File: src/rtl/ncl_seq_pkg.sv
`default_nettype none
// +--------------------------------------------------------------------------+
// | ncl_seq_pkg : shared types/constants for the clocked NCL multiplier shell |
// | Revision    : 1.0                                                         |
// +--------------------------------------------------------------------------+
package ncl_seq_pkg;

    typedef enum logic [1:0] {
        ST_IDLE  = 2'd0,
        ST_DATA  = 2'd1,
        ST_NULL  = 2'd2,
        ST_FAULT = 2'd3
    } state_t;

    localparam logic [1:0] c_FAULT_NONE    = 2'b00;
    localparam logic [1:0] c_FAULT_RAILS   = 2'b01;
    localparam logic [1:0] c_FAULT_TIMEOUT = 2'b10;

    // Dual-rail bit i occupies [2i+1:2i]; offsets of each rail within a pair
    localparam int c_RAIL_T = 1;
    localparam int c_RAIL_F = 0;

    localparam int c_CNT_W = 16;

endpackage
`default_nettype wire

File: src/rtl/ncl_sync.sv
`default_nettype none
// +--------------------------------------------------------------------------+
// | ncl_sync : multi-flop synchronizer bringing NCL signals into clk domain   |
// | Revision : 1.0                                                            |
// +--------------------------------------------------------------------------+
module ncl_sync #(
    parameter int WIDTH  = 1,
    parameter int STAGES = 2
) (
    input  logic             clk,
    input  logic             init_n,
    input  logic [WIDTH-1:0] i_d,
    output logic [WIDTH-1:0] o_q
);

    logic [WIDTH-1:0] r_stage [STAGES];

    always_ff @(posedge clk or negedge init_n) begin
        if (!init_n) begin
            for (int i = 0; i < STAGES; i++) begin
                r_stage[i] <= '0;
            end
        end else begin
            r_stage[0] <= i_d;
            for (int i = 1; i < STAGES; i++) begin
                r_stage[i] <= r_stage[i-1];
            end
        end
    end

    assign o_q = r_stage[STAGES-1];

endmodule
`default_nettype wire

File: src/rtl/ncl_mult_seq.sv
`default_nettype none
// +--------------------------------------------------------------------------+
// | ncl_mult_seq : clocked valid/ready shell around a dual-rail NCL multiplier|
// | Revision     : 1.0                                                        |
// +--------------------------------------------------------------------------+
module ncl_mult_seq
    import ncl_seq_pkg::*;
#(
    parameter int WIDTH       = 8,
    parameter int TIMEOUT     = 255,
    parameter int SYNC_STAGES = 2
) (
    input  logic                 clk,
    input  logic                 init_n,
    input  logic                 in_valid,
    output logic                 in_ready,
    input  logic [WIDTH-1:0]     a,
    input  logic [WIDTH-1:0]     b,
    output logic                 out_valid,
    input  logic                 out_ready,
    output logic [2*WIDTH-1:0]   p,
    output logic [2*WIDTH-1:0]   ncl_a,
    output logic [2*WIDTH-1:0]   ncl_b,
    input  logic                 ncl_ki,
    input  logic [4*WIDTH-1:0]   ncl_p,
    output logic                 ncl_ko,
    output logic                 fault,
    output logic [1:0]           fault_code
);

    localparam int                 c_PW       = 2 * WIDTH;
    localparam logic [c_CNT_W-1:0] c_CNT_LAST = c_CNT_W'(TIMEOUT - 1);

    logic               w_ki_s;
    logic [2*c_PW-1:0]  w_p_s;
    logic [2*c_PW-1:0]  r_p_prev;

    ncl_sync #(.WIDTH(1), .STAGES(SYNC_STAGES)) u_sync_ki (
        .clk    (clk),
        .init_n (init_n),
        .i_d    (ncl_ki),
        .o_q    (w_ki_s)
    );

    ncl_sync #(.WIDTH(2*c_PW), .STAGES(SYNC_STAGES)) u_sync_p (
        .clk    (clk),
        .init_n (init_n),
        .i_d    (ncl_p),
        .o_q    (w_p_s)
    );

    logic              w_one_hot;
    logic              w_any_both;
    logic [c_PW-1:0]   w_true;
    logic [c_PW-1:0]   w_a_enc;
    logic [c_PW-1:0]   w_b_enc;

    always_comb begin
        w_one_hot  = 1'b1;
        w_any_both = 1'b0;
        w_true     = '0;
        for (int i = 0; i < c_PW; i++) begin
            w_true[i] = w_p_s[2*i+c_RAIL_T];
            if (w_p_s[2*i+c_RAIL_T] == w_p_s[2*i+c_RAIL_F]) w_one_hot  = 1'b0;
            if (w_p_s[2*i+c_RAIL_T] && w_p_s[2*i+c_RAIL_F]) w_any_both = 1'b1;
        end
    end

    always_comb begin
        w_a_enc = '0;
        w_b_enc = '0;
        for (int i = 0; i < WIDTH; i++) begin
            w_a_enc[2*i+c_RAIL_T] = a[i];
            w_a_enc[2*i+c_RAIL_F] = ~a[i];
            w_b_enc[2*i+c_RAIL_T] = b[i];
            w_b_enc[2*i+c_RAIL_F] = ~b[i];
        end
    end

    // A product observation only counts once two consecutive samples agree
    logic w_stable, w_complete, w_null, w_illegal;
    assign w_stable   = (w_p_s == r_p_prev);
    assign w_complete = w_stable & w_one_hot;
    assign w_null     = w_stable & (w_p_s == '0);
    assign w_illegal  = w_stable & w_any_both;

    state_t             r_state, w_state_nxt;
    logic               w_accept, w_capture, w_rail_err, w_tmo;
    logic [c_CNT_W-1:0] r_cnt;
    logic               r_in_ready, r_out_valid, r_ko, r_fault;
    logic [c_PW-1:0]    r_p, r_ncl_a, r_ncl_b;
    logic [1:0]         r_fault_code;

    always_ff @(posedge clk or negedge init_n) begin
        if (!init_n) r_state <= ST_IDLE;
        else         r_state <= w_state_nxt;
    end

    always_comb begin
        w_state_nxt = r_state;
        w_accept    = 1'b0;
        w_capture   = 1'b0;
        w_rail_err  = 1'b0;
        w_tmo       = 1'b0;
        case (r_state)
            ST_IDLE: begin
                if (in_valid && r_in_ready) begin
                    w_accept    = 1'b1;
                    w_state_nxt = ST_DATA;
                end
            end
            ST_DATA: begin
                if (w_illegal)                                   w_rail_err = 1'b1;
                else if (w_ki_s && w_complete && !r_out_valid) begin
                    w_capture   = 1'b1;
                    w_state_nxt = ST_NULL;
                end
                else if (r_cnt == c_CNT_LAST)                    w_tmo = 1'b1;
            end
            ST_NULL: begin
                if (w_illegal)                  w_rail_err  = 1'b1;
                else if (!w_ki_s && w_null)     w_state_nxt = ST_IDLE;
                else if (r_cnt == c_CNT_LAST)   w_tmo       = 1'b1;
            end
            default: w_state_nxt = ST_FAULT;
        endcase
        if (w_rail_err || w_tmo) w_state_nxt = ST_FAULT;
    end

    always_ff @(posedge clk or negedge init_n) begin
        if (!init_n) begin
            r_p_prev     <= '0;
            r_cnt        <= '0;
            r_in_ready   <= 1'b0;
            r_out_valid  <= 1'b0;
            r_ko         <= 1'b0;
            r_p          <= '0;
            r_ncl_a      <= '0;
            r_ncl_b      <= '0;
            r_fault      <= 1'b0;
            r_fault_code <= c_FAULT_NONE;
        end else begin
            r_p_prev   <= w_p_s;
            r_in_ready <= (w_state_nxt == ST_IDLE);
            r_ko       <= (w_state_nxt == ST_NULL) || (w_state_nxt == ST_FAULT);

            if (w_state_nxt != r_state)
                r_cnt <= '0;
            else if (r_state == ST_DATA || r_state == ST_NULL)
                r_cnt <= r_cnt + c_CNT_W'(1);

            if (w_accept) begin
                r_ncl_a <= w_a_enc;
                r_ncl_b <= w_b_enc;
            end else if (w_state_nxt != ST_DATA) begin
                r_ncl_a <= '0;
                r_ncl_b <= '0;
            end

            if (w_capture) begin
                r_out_valid <= 1'b1;
                r_p         <= w_true;
            end else if (r_out_valid && out_ready) begin
                r_out_valid <= 1'b0;
            end

            if (w_rail_err) begin
                r_fault      <= 1'b1;
                r_fault_code <= c_FAULT_RAILS;
            end else if (w_tmo) begin
                r_fault      <= 1'b1;
                r_fault_code <= c_FAULT_TIMEOUT;
            end
        end
    end

    assign in_ready   = r_in_ready;
    assign out_valid  = r_out_valid;
    assign p          = r_p;
    assign ncl_a      = r_ncl_a;
    assign ncl_b      = r_ncl_b;
    assign ncl_ko     = r_ko;
    assign fault      = r_fault;
    assign fault_code = r_fault_code;

endmodule
`default_nettype wire

File: config.mk
export PLATFORM = sky130hd
export DESIGN_NAME = ncl_mult_seq
export DESIGN_NICKNAME = d
export VERILOG_FILES = /design/src/rtl/ncl_seq_pkg.sv /design/src/rtl/ncl_sync.sv /design/src/rtl/ncl_mult_seq.sv
export SDC_FILE = /design/constraint.sdc
export NUM_CORES = 1
export LEC_CHECK = 0
export ABC_CLOCK_PERIOD_IN_PS = 6430
export BUFFER_PORTS_ARGS = -buffer_cell sky130_fd_sc_hd__buf_2
export CORE_UTILIZATION = 40
export CTS_CLUSTER_DIAMETER = 50
export DETAILED_ROUTE_END_ITERATION = 16
export PLACE_DENSITY_LB_ADDON = 0.15
export SKIP_CTS_REPAIR_TIMING = 1
export SYNTH_ARGS = -nofsm -noshare
export SYNTH_HDL_FRONTEND = slang
export SYNTH_SLANG_ARGS = --single-unit
export TNS_END_PERCENT = 5
File: constraint.sdc
create_clock -name clk -period 6.43 [get_ports clk]
set_input_delay 0.643 -clock clk [delete_from_list [all_inputs] [get_ports clk]]
set_output_delay 0.643 -clock clk [all_outputs]
set_load 0.005 [all_outputs]
# == Word level (Yosys, flattened, before mapping) ==
# Cells that the tools add are included.
# word_totals
wordCells,156
reg_bits,170
inputBits,53
output_inout_bits,54
# classes
bitwise,19
mux,63
addsub,1
n_reduce_logical,34
n_eq_ne,24
# op_table
operator,count
2-to-1 mux 16 bit,5
2-to-1 mux 1 bit,48
== test 32 bit,1
logical NOT 32 bit,1
logical AND 1 bit,21
adder 16 x 1 -> 16 bit (second input constant),1
== test 1 bit,16
== test 16 x 8 -> 1 bit (second input constant),1
2-to-1 mux 2 bit,8
inverter 1 bit,16
nonzero test 2 bit,4
== test 2 bit (second input constant),3
case mux 2 bit (3 select lines),1
logical NOT 2 bit,2
bitwise AND 1 bit,3
logical OR 1 bit,3
== test 2 x 1 -> 1 bit (second input constant),1
logical NOT 1 bit,2
!= test 2 x 1 -> 1 bit (second input constant),1
!= test 2 bit,1
case mux 1 bit (2 select lines),1
OR reduction 2 bit,1

# == Longest topological paths before layout ==
# Gate-level depths: netlist (run 1).
# depth
word_depth,28
depth_mapped,11
ltp_nobuf,9

# == Hierarchy ==
# Synthesis (run 1) repeated with hierarchy kept, for this count alone.
# unflattened
cells_unflattened,567
area_unflattened_um2,6887.9
# by_module_without_submodules
module,area_per_inst_um2,instances,seq_area_each_um2,cells_each
ncl_mult_seq,4996.0,1,2602.5,469
ncl_sync at u_sync_p,1841.8,1,1601.5,96
ncl_sync at u_sync_ki,50.0,1,50.0,2

# == Least setup slack after synthesis (run 1) ==
# Ideal clock, no wire load.
# synth_timing
path_kind,register -> register
from,reg r_state[1]
to,reg r_cnt[10]
path_stages_with_launch,12
slack_ns,3.929
arrival_time_ns,2.372
n_path_buf,2
synth_period_minus_slack_ns,2.501
t_required_ns,6.301
path_cell_list,dfrtp_1 -> inv_1 -> ha_1 -> clkbuf_1 -> nand3_1 -> nor4_1 -> and4_1 -> o311ai_2 -> and3_1 -> a31oi_4 -> buf_6 -> nor3_2
# synth_between
elab_chain_len,7
elab_cells_between_ends,18
classes_between,eq/ne (3); mux (10); reduce/logical (5)
# synth_rtl
element,line,source
from (decl),ncl_mult_seq.sv:87,"state_t r_state, w_state_nxt;"
from (signal assigned),ncl_mult_seq.sv:96,else r_state <= w_state_nxt;
== test 2 x 1 -> 1 bit or == test 2 bit (tied branches),"ncl_mult_seq.sv:105, ncl_mult_seq.sv:149",
OR reduction 2 bit (no line),-,
2-to-1 mux 1 bit,-,
logical OR 1 bit,ncl_mult_seq.sv:127,if (w_rail_err || w_tmo) w_state_nxt = ST_FAULT;
2-to-1 mux 2 bit,ncl_mult_seq.sv:127,
!= test 2 bit,ncl_mult_seq.sv:147,if (w_state_nxt != r_state)
2-to-1 mux 16 bit or nonzero test 2 bit (tied branches),-,
to (signal assigned),ncl_mult_seq.sv:150,r_cnt <= r_cnt + c_CNT_W'(1);
to (decl),ncl_mult_seq.sv:89,logic [c_CNT_W-1:0] r_cnt;
# Parallel ways exist; a longest one is shown, timed or not.
# A chain may end at the register's enable or synchronous reset.

# == Worst setup path after layout (run 1) ==
# layout_timing
from,"reg u_sync_p.r_stage, in the netlist u_sync_p.o_q[0]"
to,reg r_cnt[1]
# layout_between
elab_chain_len,27
elab_cells_between_ends,59
classes_between,eq/ne (3); mux (46); bitwise (3); reduce/logical (7)
# layout_rtl
element,line,source
from (decl),ncl_sync.sv:16,logic [WIDTH-1:0] r_stage [STAGES];
"from (signal, indexed assignment)",ncl_sync.sv:26,r_stage[i] <= r_stage[i-1];
== test 1 bit,ncl_mult_seq.sv:64,if (w_p_s[2*i+c_RAIL_T] == w_p_s[2*i+c_RAIL_F]) w_one_hot = 1'b0;
2-to-1 mux 1 bit (16 in a row),ncl_mult_seq.sv:64,
bitwise AND 1 bit,ncl_mult_seq.sv:83,assign w_complete = w_stable & w_one_hot;
logical AND 1 bit (2 in a row),ncl_mult_seq.sv:114,else if (w_ki_s && w_complete && !r_out_valid) begin
2-to-1 mux 1 bit,ncl_mult_seq.sv:114,
2-to-1 mux 1 bit,ncl_mult_seq.sv:113,if (w_illegal) w_rail_err = 1'b1;
case mux 1 bit (2 select lines),ncl_mult_seq.sv:105,case (r_state)
logical OR 1 bit,ncl_mult_seq.sv:127,
2-to-1 mux 2 bit (*),ncl_mult_seq.sv:127,
!= test 2 bit (*),ncl_mult_seq.sv:147,
2-to-1 mux 16 bit or nonzero test 2 bit (tied branches),-,
# Mark *: on every way between the ends. The rest lies on a longest branch, timed or not.

==> flow_summary.ini, run 1 <==
[logic_synthesis]
synth.ff_latch_count = 170
seq_area_frac_synth_pct = 64.1
synth_nets = 584
synthDominantCellAreaShare_pct = 64.1
synthArstFlopShare_pct = 100
yosys-top-cells-area = dfrtp_1, ha_1, xor2_1, inv_1, a22o_1
yosysWarnings = 0
syn_inst = 493
synth_top_area_cell = dfrtp_1
ys.flop_type = dfrtp_1
synth_cell_types = 48
synth_edf_count = 0
avgSynthCellArea_um2 = 13.5
syn_area_um2 = 6640

[detailed_routing]
vias = 4035
drt-total-wl_um = 13500
drc_errors = 0
drtIter0Drc = 159
antenna_left = 0
routedWlPerCell_um = 16.1
drt-pass1-iter-count = 4
routed_via_density = 4.82

[setup_path]
startpoint = u_sync_p.o_q[0]
required_ns = 6.74
slowest_delay_ns = 0.58
r2r_cells = 8
cp.arrival_ns = 3.32
crit_type = flop to flop
timing.rr.end = r_cnt[1]
endpoint_kind = flop
reg2reg_from = u_sync_p.o_q[0]
setup.worst_path.start_class = flop
cp_num_buf_inv = 0
path_max_fanout = 16
crit_chain = ha_1 -> nor4_1 -> nand4_1 -> nand3b_1 -> or4b_1 -> o211ai_2 -> a31oi_4 -> a2111oi_2
crit_path_end = r_cnt[1]
crit_family = simple AND/OR/NAND/NOR gates
path_depth = 8
reg2reg_slack_ns = 3.43
cp_slowest_cell = or4b_1

[power_and_ir_drop]
cellPowerDensity_nw_per_um2 = 275
switchingPower_uw = 505
power_frac_comb_pct = 3.8
p_leak_nw = 3.95
clockPowerShare_pct = 45.0
sequentialPowerShare_pct = 51.2
max-vdd-ir-drop_uv = 177
design_power_total_mw = 2.19
power.internal_mw = 1.69
swShare_pct = 23.0

[final_layout]
num_antenna_cells = 0
fill_cells = 1426
fin_nets = 700
area_delta_synth_final_pct = 20.1
fin_util_pct = 49.6
stdcell_count = 838
drive_above_1_share_pct = 26.7

[placed_design]
hpwlAfterDp_um = 9400
port_buffers = 106
routabilityCongestion = 0.833
dp_cells = 806

[sta]
rsz0062_at_grt = no
worst_pin_slew_ns = 1.03
fin_crit_sh_pct = 46.7
max_freq_mhz = 333
finalHoldViolations = 0
slew_viol_final = 0
setup_violations = 0
relSlewSlack_pct = 31.5
period_needed_ns = 3.00
fin_hold_ws_ns = 0.319
setup_tns_ns = 0
skew_ns = 0.0166

[floorplanning]
initial_utilization_pct = 41.3
die_y_um = 131
core_um2 = 16100
fp-row-count = 46
ios = 107
die_area_um2 = 17100
die_width_um = 131

[grt]
gr-usage-all-layers_pct = 17.3
grt_pass1_wl_um = 21900
antenna_found_initial = 0
grt_pass1_vias = 4204
overflow = 0
grt_max_degree = 117

[cts]
cts.clk_slew.worst_paths_ns = 0.07
cts_made_buffers = 17
clock_path_buffers = 2
cts_tree = done
clk_latency_ns = 0.43
cts_root_buf = clkbuf_16
h-tree-depth = 4
cts.sinks = 170

[hold_path]
hold_path.class = primary input to flop

[run_status]
status = finished clean

[flow_run]
max_cap_viol_count = 0
==> final cells by class <==
type | count | area, µm² | share of cell area, %
Tap cell | 216 | 270 | 3.39
Multi-Input combinational cell | 272 | 2160 | 27.1
Clock buffer | 20 | 447 | 5.60
Sequential cell | 170 | 4250 | 53.4
Timing Repair Buffer | 110 | 567 | 7.11
Clock inverter | 12 | 134 | 1.68
Inverter | 38 | 143 | 1.79
==> cell usage in the layout, fill, tap and decap left out, types with 3 or more instances in the layout <==
| master | n |
|---|---|
| ha_1 | 38 |
| nor3_1 | 10 |
| inv_6 | 4 |
| nor3_2 | 10 |
| nor4_1 | 9 |
| buf_2 | 105 |
| and3_1 | 4 |
| nand3_1 | 6 |
| xnor2_1 | 6 |
| nor4_2 | 5 |
| nand4_1 | 10 |
| o21ai_1 | 18 |
| clkbuf_16 | 17 |
| dfrtp_1 | 170 |
| buf_4 | 4 |
| a22o_1 | 16 |
| o2bb2ai_1 | 16 |
| inv_1 | 38 |
| clkinv_4 | 3 |
| a21boi_0 | 3 |
| nor2_1 | 15 |
| xor2_1 | 41 |
| nand2_1 | 32 |
| o21ai_0 | 3 |
==> per-layer routing <==
metal  vias up  share of wire [%]  track usage [%]
met2       102                 46             25.5
met4         0                1.0             6.49
met5         -                  0                0
met3        10                4.9             5.21
met1      1991                 48             24.2
li1       1932                  -                -
==> power by group through the flow <==
stage / registers [mW] / clock network (mW) / logic, mW
after global placement: 1.14 / 0 / 0.0831
after floorplan: 1.14 / 0 / 0.0326
after detailed placement: 1.14 / 0 / 0.0850
after CTS: 1.12 / 1.01 / 0.0860
after global routing: 1.13 / 1.06 / 0.0964
final: 1.12 / 0.987 / 0.0825
==> worst min-delay path by stage <==
stage	cells past startpoint	slack (ns)	start	end
finish	1	0.32	ncl_p[20]	u_sync_p.r_stage[52]
floorplan	0	0.33	u_sync_ki.r_stage[1]	u_sync_ki.o_q
CTS	1	0.30	ncl_p[15]	u_sync_p.r_stage[47]
global placement	0	0.33	u_sync_p.r_stage[38]	u_sync_p.o_q[6]
detailed placement	0	0.33	u_sync_p.r_stage[60]	u_sync_p.o_q[28]
global route	1	0.29	ncl_p[22]	u_sync_p.r_stage[54]
==> per-stage QoR <==
| step | setup slack (ns) | cell area (µm²) |
|---|---|---|
| 2_1_floorplan | 3.93 | 6640 |
| 3_3_place_gp | 3.50 | 7390 |
| 3_5_place_dp | 3.47 | 7390 |
| 4_1_cts | 3.43 | 7970 |
| 5_1_grt | 3.30 | 7970 |
| 6_report | 3.43 | 7970 |
==> registers in the layout, summed over array words and instances (netlist names) <==
name               count
out_valid              1
fault                  1
u_sync_ki.r_stage      1
u_sync_p.o_q          32
in_ready               1
fault_code             2
u_sync_ki.o_q          1
r_state                2
p                     16
r_p_prev              32
r_cnt                 16
u_sync_p.r_stage      32
ncl_a                 16
ncl_ko                 1
ncl_b                 16
==> synth_stat cells (all sizes together) (3+ instances only) <==
master	count
a22o	16
inv	38
nor3	20
ha	38
xor2	41
o21ai	21
clkbuf	6
o2bb2ai	16
a31oi	3
and3	4
buf	7
or2	3
a21boi	3
nor2	15
dfrtp	170
nand4	11
nor4	14
nand3	6
nand2	32
xnor2	6
==> cells by family (layout without fill, tap and decap cells) <==
group                      Yosys count  count (layout)  share of synthesized area [%]
AOI/OAI and AO/OA                   69              69                           8.33
buffers and inverters               51             180                           3.37
DFF                                170             170                           64.1
adders and majority gates           38              38                           7.16
and+or+nand+nor                    118             118                           10.8
xor gates and xnor gates            47              47                           6.20
Note: power is estimated with default switching activity, not from simulation.
==> run 2, diff against run 1 <==
Settings changed: ABC_CLOCK_PERIOD_IN_PS 6430 to 3100.
Clock period 6.43 ns to 3.1 ns, I/O delays scaled along.
==> run 2 against run 1 <==
  * Non-clock buffer count is 42 higher
  * Register-to-register slack worse by 3.1 ns
  * Critical path depth stayed put
  * First-iteration DRC count is 31% higher
  * Via count is 3.0% higher
  * Sequential power is 110% higher
  * Sequential share of layout area is 3.0 points lower
  * Clock-buffer cell count stayed put
  * Largest power group unchanged
==> flow_summary.ini, run 2 (synthesis gave the netlist of run 1 again) <==
[setup_path]
required_ns = 3.43
cp.arrival_ns = 3.10
path_max_fanout = 32
setup.worst_path.start_class = flop
crit_type = flop to flop
endpoint_kind = flop

[floorplanning]
die_area_um2 = 17100
core_um2 = 16100
ios = 107
fp-row-count = 46
die_y_um = 131
die_width_um = 131
initial_utilization_pct = 41.3

[final_layout]
fill_cells = 1375
area_delta_synth_final_pct = 27.4
final_common_cell = dfrtp_1
fin_util_pct = 52.6
num_antenna_cells = 0
fin_nets = 742
final_cell_mix = dfrtp_1, buf_2, xor2_1
drive_above_1_share_pct = 26.5

[detailed_routing]
drt-total-wl_um = 13700
vias = 4156
routed_via_density = 4.73
drt-pass1-iter-count = 4
routedWlPerCell_um = 15.6
drc_errors = 0
drtIter0Drc = 209
antenna_left = 0

[cts]
clk_latency_ns = 0.42
cts_tree = done
cts_made_buffers = 17
h-tree-depth = 4
cts.sinks = 170
cts.clk_slew.worst_paths_ns = 0.07
clock_path_buffers = 2
cts_root_buf = clkbuf_16

[power_and_ir_drop]
max-vdd-ir-drop_uv = 402
clockPowerShare_pct = 46.5
power.internal_mw = 3.72
power_frac_comb_pct = 4.4
sequentialPowerShare_pct = 49.1
design_power_total_mw = 4.75
switchingPower_mw = 1.02
cellPowerDensity_nw_per_um2 = 562
swShare_pct = 21.5
p_leak_nw = 4.16

[sta]
setup_ws_ns = 0.337
rsz0062_at_grt = no
relSlewSlack_pct = 53.5
slew_viol_final = 0
skew_ns = 0.0108
setup_violations = 0
max_freq_mhz = 362
period_needed_ns = 2.76
setup_tns_ns = 0
worst_pin_slew_ns = 0.695
fin_crit_sh_pct = 89.1
finalHoldViolations = 0

[hold_path]
hold_path.class = primary input to flop

[placed_design]
pre_cts_ws_ns = 0.249
port_buffers = 106
routabilityCongestion = 0.821
hpwlAfterDp_um = 9570

[grt]
grt_pass1_wl_um = 21800
gr-usage-all-layers_pct = 17.2
overflow = 0
grt_pass1_vias = 4175
grt_max_degree = 76
antenna_found_initial = 0

[flow_run]
max_cap_viol_count = 0

[run_status]
status = finished clean
-- run 2: cell types whose count changed in the layout (fill, tap and decap cells not counted), sizes merged --
cell,previous run,this run
dlygate4sd3,0,34
buf,110,118
bufinv,1,3
clkinv,4,2
inv,43,41
clkinvlp,2,3
-- run 2: power groups by stage --
stage / clock network [mW] / registers (mW) / logic, mW
6_report: 2.20 / 2.33 / 0.211
5_1_grt: 2.36 / 2.34 / 0.242
4_1_cts: 2.26 / 2.33 / 0.183
3_5_place_dp: 0 / 2.37 / 0.181
3_3_place_gp: 0 / 2.37 / 0.178
2_1_floorplan: 0 / 2.36 / 0.0677
-- run 2: metrics by stage --
stage	instances	hold slack, ns	area, µm²
5_1_grt	879	0.0391	8450
3_5_place_dp	814	0.335	7480
2_1_floorplan	493	0.0144	6640
6_report	879	0.0610	8450
4_1_cts	845	-0.0639	8110
3_3_place_gp	814	0.335	7480
-- run 2: worst paths after layout --
| path | from | to | slack, ns | depth (start not counted) |
|---|---|---|---|---|
| setup / recovery | u_sync_p.o_q[8] | ncl_a[12] | 0.34 | 8 |
| hold / removal | a[7] | ncl_a[14] | 0.06 | 2 |
| setup reg to reg | u_sync_p.o_q[8] | ncl_a[12] | 0.34 | 8 |
| hold reg to reg | u_sync_p.r_stage[38] | u_sync_p.o_q[6] | 0.35 | 0 |
| max in group asynchronous | init_n | u_sync_p.o_q[15] | 1.80 | 3 |
| min in group asynchronous | init_n | u_sync_p.r_stage[49] | 0.48 | 2 |
-- run 2: routing by layer --
| layer | GRT usage [%] | wire length (µm) |
|---|---|---|
| met5 | 0 | 0 |
| met4 | 4.87 | 133 |
| met3 | 5.25 | 612 |
| met2 | 25.9 | 6310 |
| met1 | 24.1 | 6620 |
-- run 2: final cells by class --
cell class / instances / area (µm²) / area share [%]
Tap cell: 216 / 270 / 3.20
Clock buffer: 20 / 467 / 5.52
Multi-Input combinational cell: 272 / 2160 / 25.6
Timing Repair Buffer: 152 / 992 / 11.7
Inverter: 38 / 143 / 1.69
Clock inverter: 11 / 161 / 1.91
Sequential cell: 170 / 4250 / 50.3
-- run 2: worst max-delay path, stage by stage, from the launching register on --
cell	delay, ns
dfrtp_1	0.42
xor2_1	0.19
nor4_2	0.42
nand4_2	0.26
o311ai_2	0.43
nand3_1	0.24
nor4b_4	0.35
buf_12	0.23
o2bb2ai_1	0.14
==> run 3, diff against run 2 <==
Settings changed: SYNTH_HIERARCHICAL set to 1.
==> run 3 against run 2 <==
  * Largest cell class unchanged
  * Total power is 0.47% lower
  * Sequential power about the same
  * First-iteration DRC count decreased by 20%
  * Critical path depth rose by 1
  * Largest power group unchanged
  * Clock-buffer cell count decreased by 3
  * Clock skew fell by 0.00087 ns
  * Register-to-register slack lost 0.21 ns
==> flow_summary.ini, run 3 <==
[detailed_routing]
drc_errors = 0
routed_via_density = 4.65
vias = 4305
drt-pass1-iter-count = 4
drt-total-wl_um = 14100
routedWlPerCell_um = 15.2
antenna_left = 0
drtIter0Drc = 168

[final_layout]
fin_nets = 784
final_common_cell = dfrtp_1
drive_above_1_share_pct = 25.4
num_antenna_cells = 0
area_delta_synth_final_pct = 23.1
fin_util_pct = 50.8
final_cell_mix = dfrtp_1, buf_2, inv_1

[power_and_ir_drop]
sequentialPowerShare_pct = 49.3
power_frac_comb_pct = 4.2
p_leak_nw = 4.13
cellPowerDensity_nw_per_um2 = 557
switchingPower_mw = 1.06
power.internal_mw = 3.66
max-vdd-ir-drop_uv = 386
swShare_pct = 22.5
clockPowerShare_pct = 46.5

[setup_path]
endpoint_kind = flop
setup.worst_path.start_class = flop
path_max_fanout = 16
required_ns = 3.39
cp_num_buf_inv = 0
crit_chain = ha_1 -> nor4_1 -> nand4_1 -> nand3b_1 -> or4_1 -> nor2b_1 -> and3_4 -> nor2_8 -> nor3_1
crit_family = simple AND/OR/NAND/NOR gates
cp_slowest_cell = or4_1
cp.arrival_ns = 3.27
crit_type = flop to flop
slowest_delay_ns = 0.55

[logic_synthesis]
yosys-top-cells-area = dfrtp_1, ha_1, xor2_1, inv_1, buf_4
yosysWarnings = 6
syn_area_um2 = 6890
avgSynthCellArea_um2 = 12.1
synthDominantCellAreaShare_pct = 61.8
ys.flop_type = dfrtp_1
synth_commonest_cells = dfrtp_1, inv_1, nand2_1, xor2_1, ha_1
synthArstFlopShare_pct = 100
synth_nets = 658
syn_inst = 567
synth_cell_types = 40
synth.ff_latch_count = 170
synth_edf_count = 0
seq_area_frac_synth_pct = 61.8
synth_top_area_cell = dfrtp_1
synth.most_common_cell = dfrtp_1

[cts]
cts_root_buf = clkbuf_16
cts_made_buffers = 17
cts_tree = done
clk_latency_ns = 0.43
cts.clk_slew.worst_paths_ns = 0.07
h-tree-depth = 4
cts.sinks = 170
clock_path_buffers = 2

[sta]
skew_ns = 0.00990
rsz0062_at_grt = yes
fin_hold_ws_ns = 0.0483
setup_ws_ns = 0.126
relSlewSlack_pct = 50.0
period_needed_ns = 2.97
fin_crit_sh_pct = 95.9
setup_violations = 0
slew_viol_final = 0
finalHoldViolations = 0
worst_pin_slew_ns = 0.750
max_freq_mhz = 336

[grt]
grt_pass1_wl_um = 22500
grt_max_degree = 83
gr-usage-all-layers_pct = 16.8
grt_pass1_vias = 4411
antenna_found_initial = 0
overflow = 0

[floorplanning]
initial_utilization_pct = 41.2
ios = 107
die_width_um = 133
core_um2 = 16700
fp-row-count = 47
die_area_um2 = 17700
die_y_um = 133

[placed_design]
port_buffers = 106
hpwlAfterDp_um = 9580
routabilityCongestion = 0.880
pre_cts_ws_ns = -0.0257

[hold_path]
hold_path.class = primary input to flop

[run_status]
status = finished clean

[flow_run]
max_cap_viol_count = 0
## run 3: per-layer routing
layer	vias up	GRT usage (%)	part of all wire [%]
li1	2081	-	-
met1	2117	22.5	48
met2	88	25.7	46
met3	19	4.41	3.9
met4	0	7.51	1.8
met5	-	0	0
## run 3: logic make-up (layout without fill, tap and decap cells)
group           count (synthesis)  count (layout)  synth area share (%)
compound gates                 60              60                  5.89
xor+xnor                       47              47                  5.98
fa+ha+maj                      38              38                  6.90
buf+inv                       115             253                  8.59
flops                         170             170                  61.8
simple gates                  137             138                  10.9
## run 3: power groups by stage
| stage | Clock (mW) | Sequential [mW] | Combinational [mW] |
|---|---|---|---|
| detailed placement | 0 | 2.37 | 0.168 |
| floorplan | 0 | 2.34 | 0.107 |
| global route | 2.36 | 2.34 | 0.232 |
| CTS | 2.26 | 2.33 | 0.171 |
| finish | 2.19 | 2.33 | 0.200 |
| global placement | 0 | 2.37 | 0.167 |
## run 3: final cells by class
type / instances / area (µm²)
Sequential cell: 170 / 4250
Timing Repair Buffer: 151 / 997
Clock inverter: 15 / 185
Clock buffer: 17 / 425
Inverter: 70 / 263
Multi-Input combinational cell: 283 / 2080
Tap cell: 220 / 275
Fill cell: 1519 / 8220
## run 3: path summary, 6_finish.rpt
check,end,depth (start not counted),start,slack [ns]
max,r_cnt[6],9,u_sync_p/o_q[6],0.13
min,out_valid,2,out_ready,0.05
max reg2reg,r_cnt[6],9,u_sync_p/o_q[6],0.13
min reg2reg,u_sync_p/o_q[4],0,u_sync_p/r_stage[36],0.35
max in group asynchronous,r_cnt[8],3,init_n,1.73
min in group asynchronous,u_sync_p/r_stage[39],2,init_n,0.52
## run 3: stage by stage
step	cell area [µm²]	TNS, ns	instances	power (mW)
6_report	8480	0	926	4.72
5_1_grt	8480	-0.0775	926	4.93
4_1_cts	8070	0	889	4.76
3_5_place_dp	7460	-0.0257	857	2.54
3_3_place_gp	7460	0	857	2.54
2_1_floorplan	6890	0	567	2.45
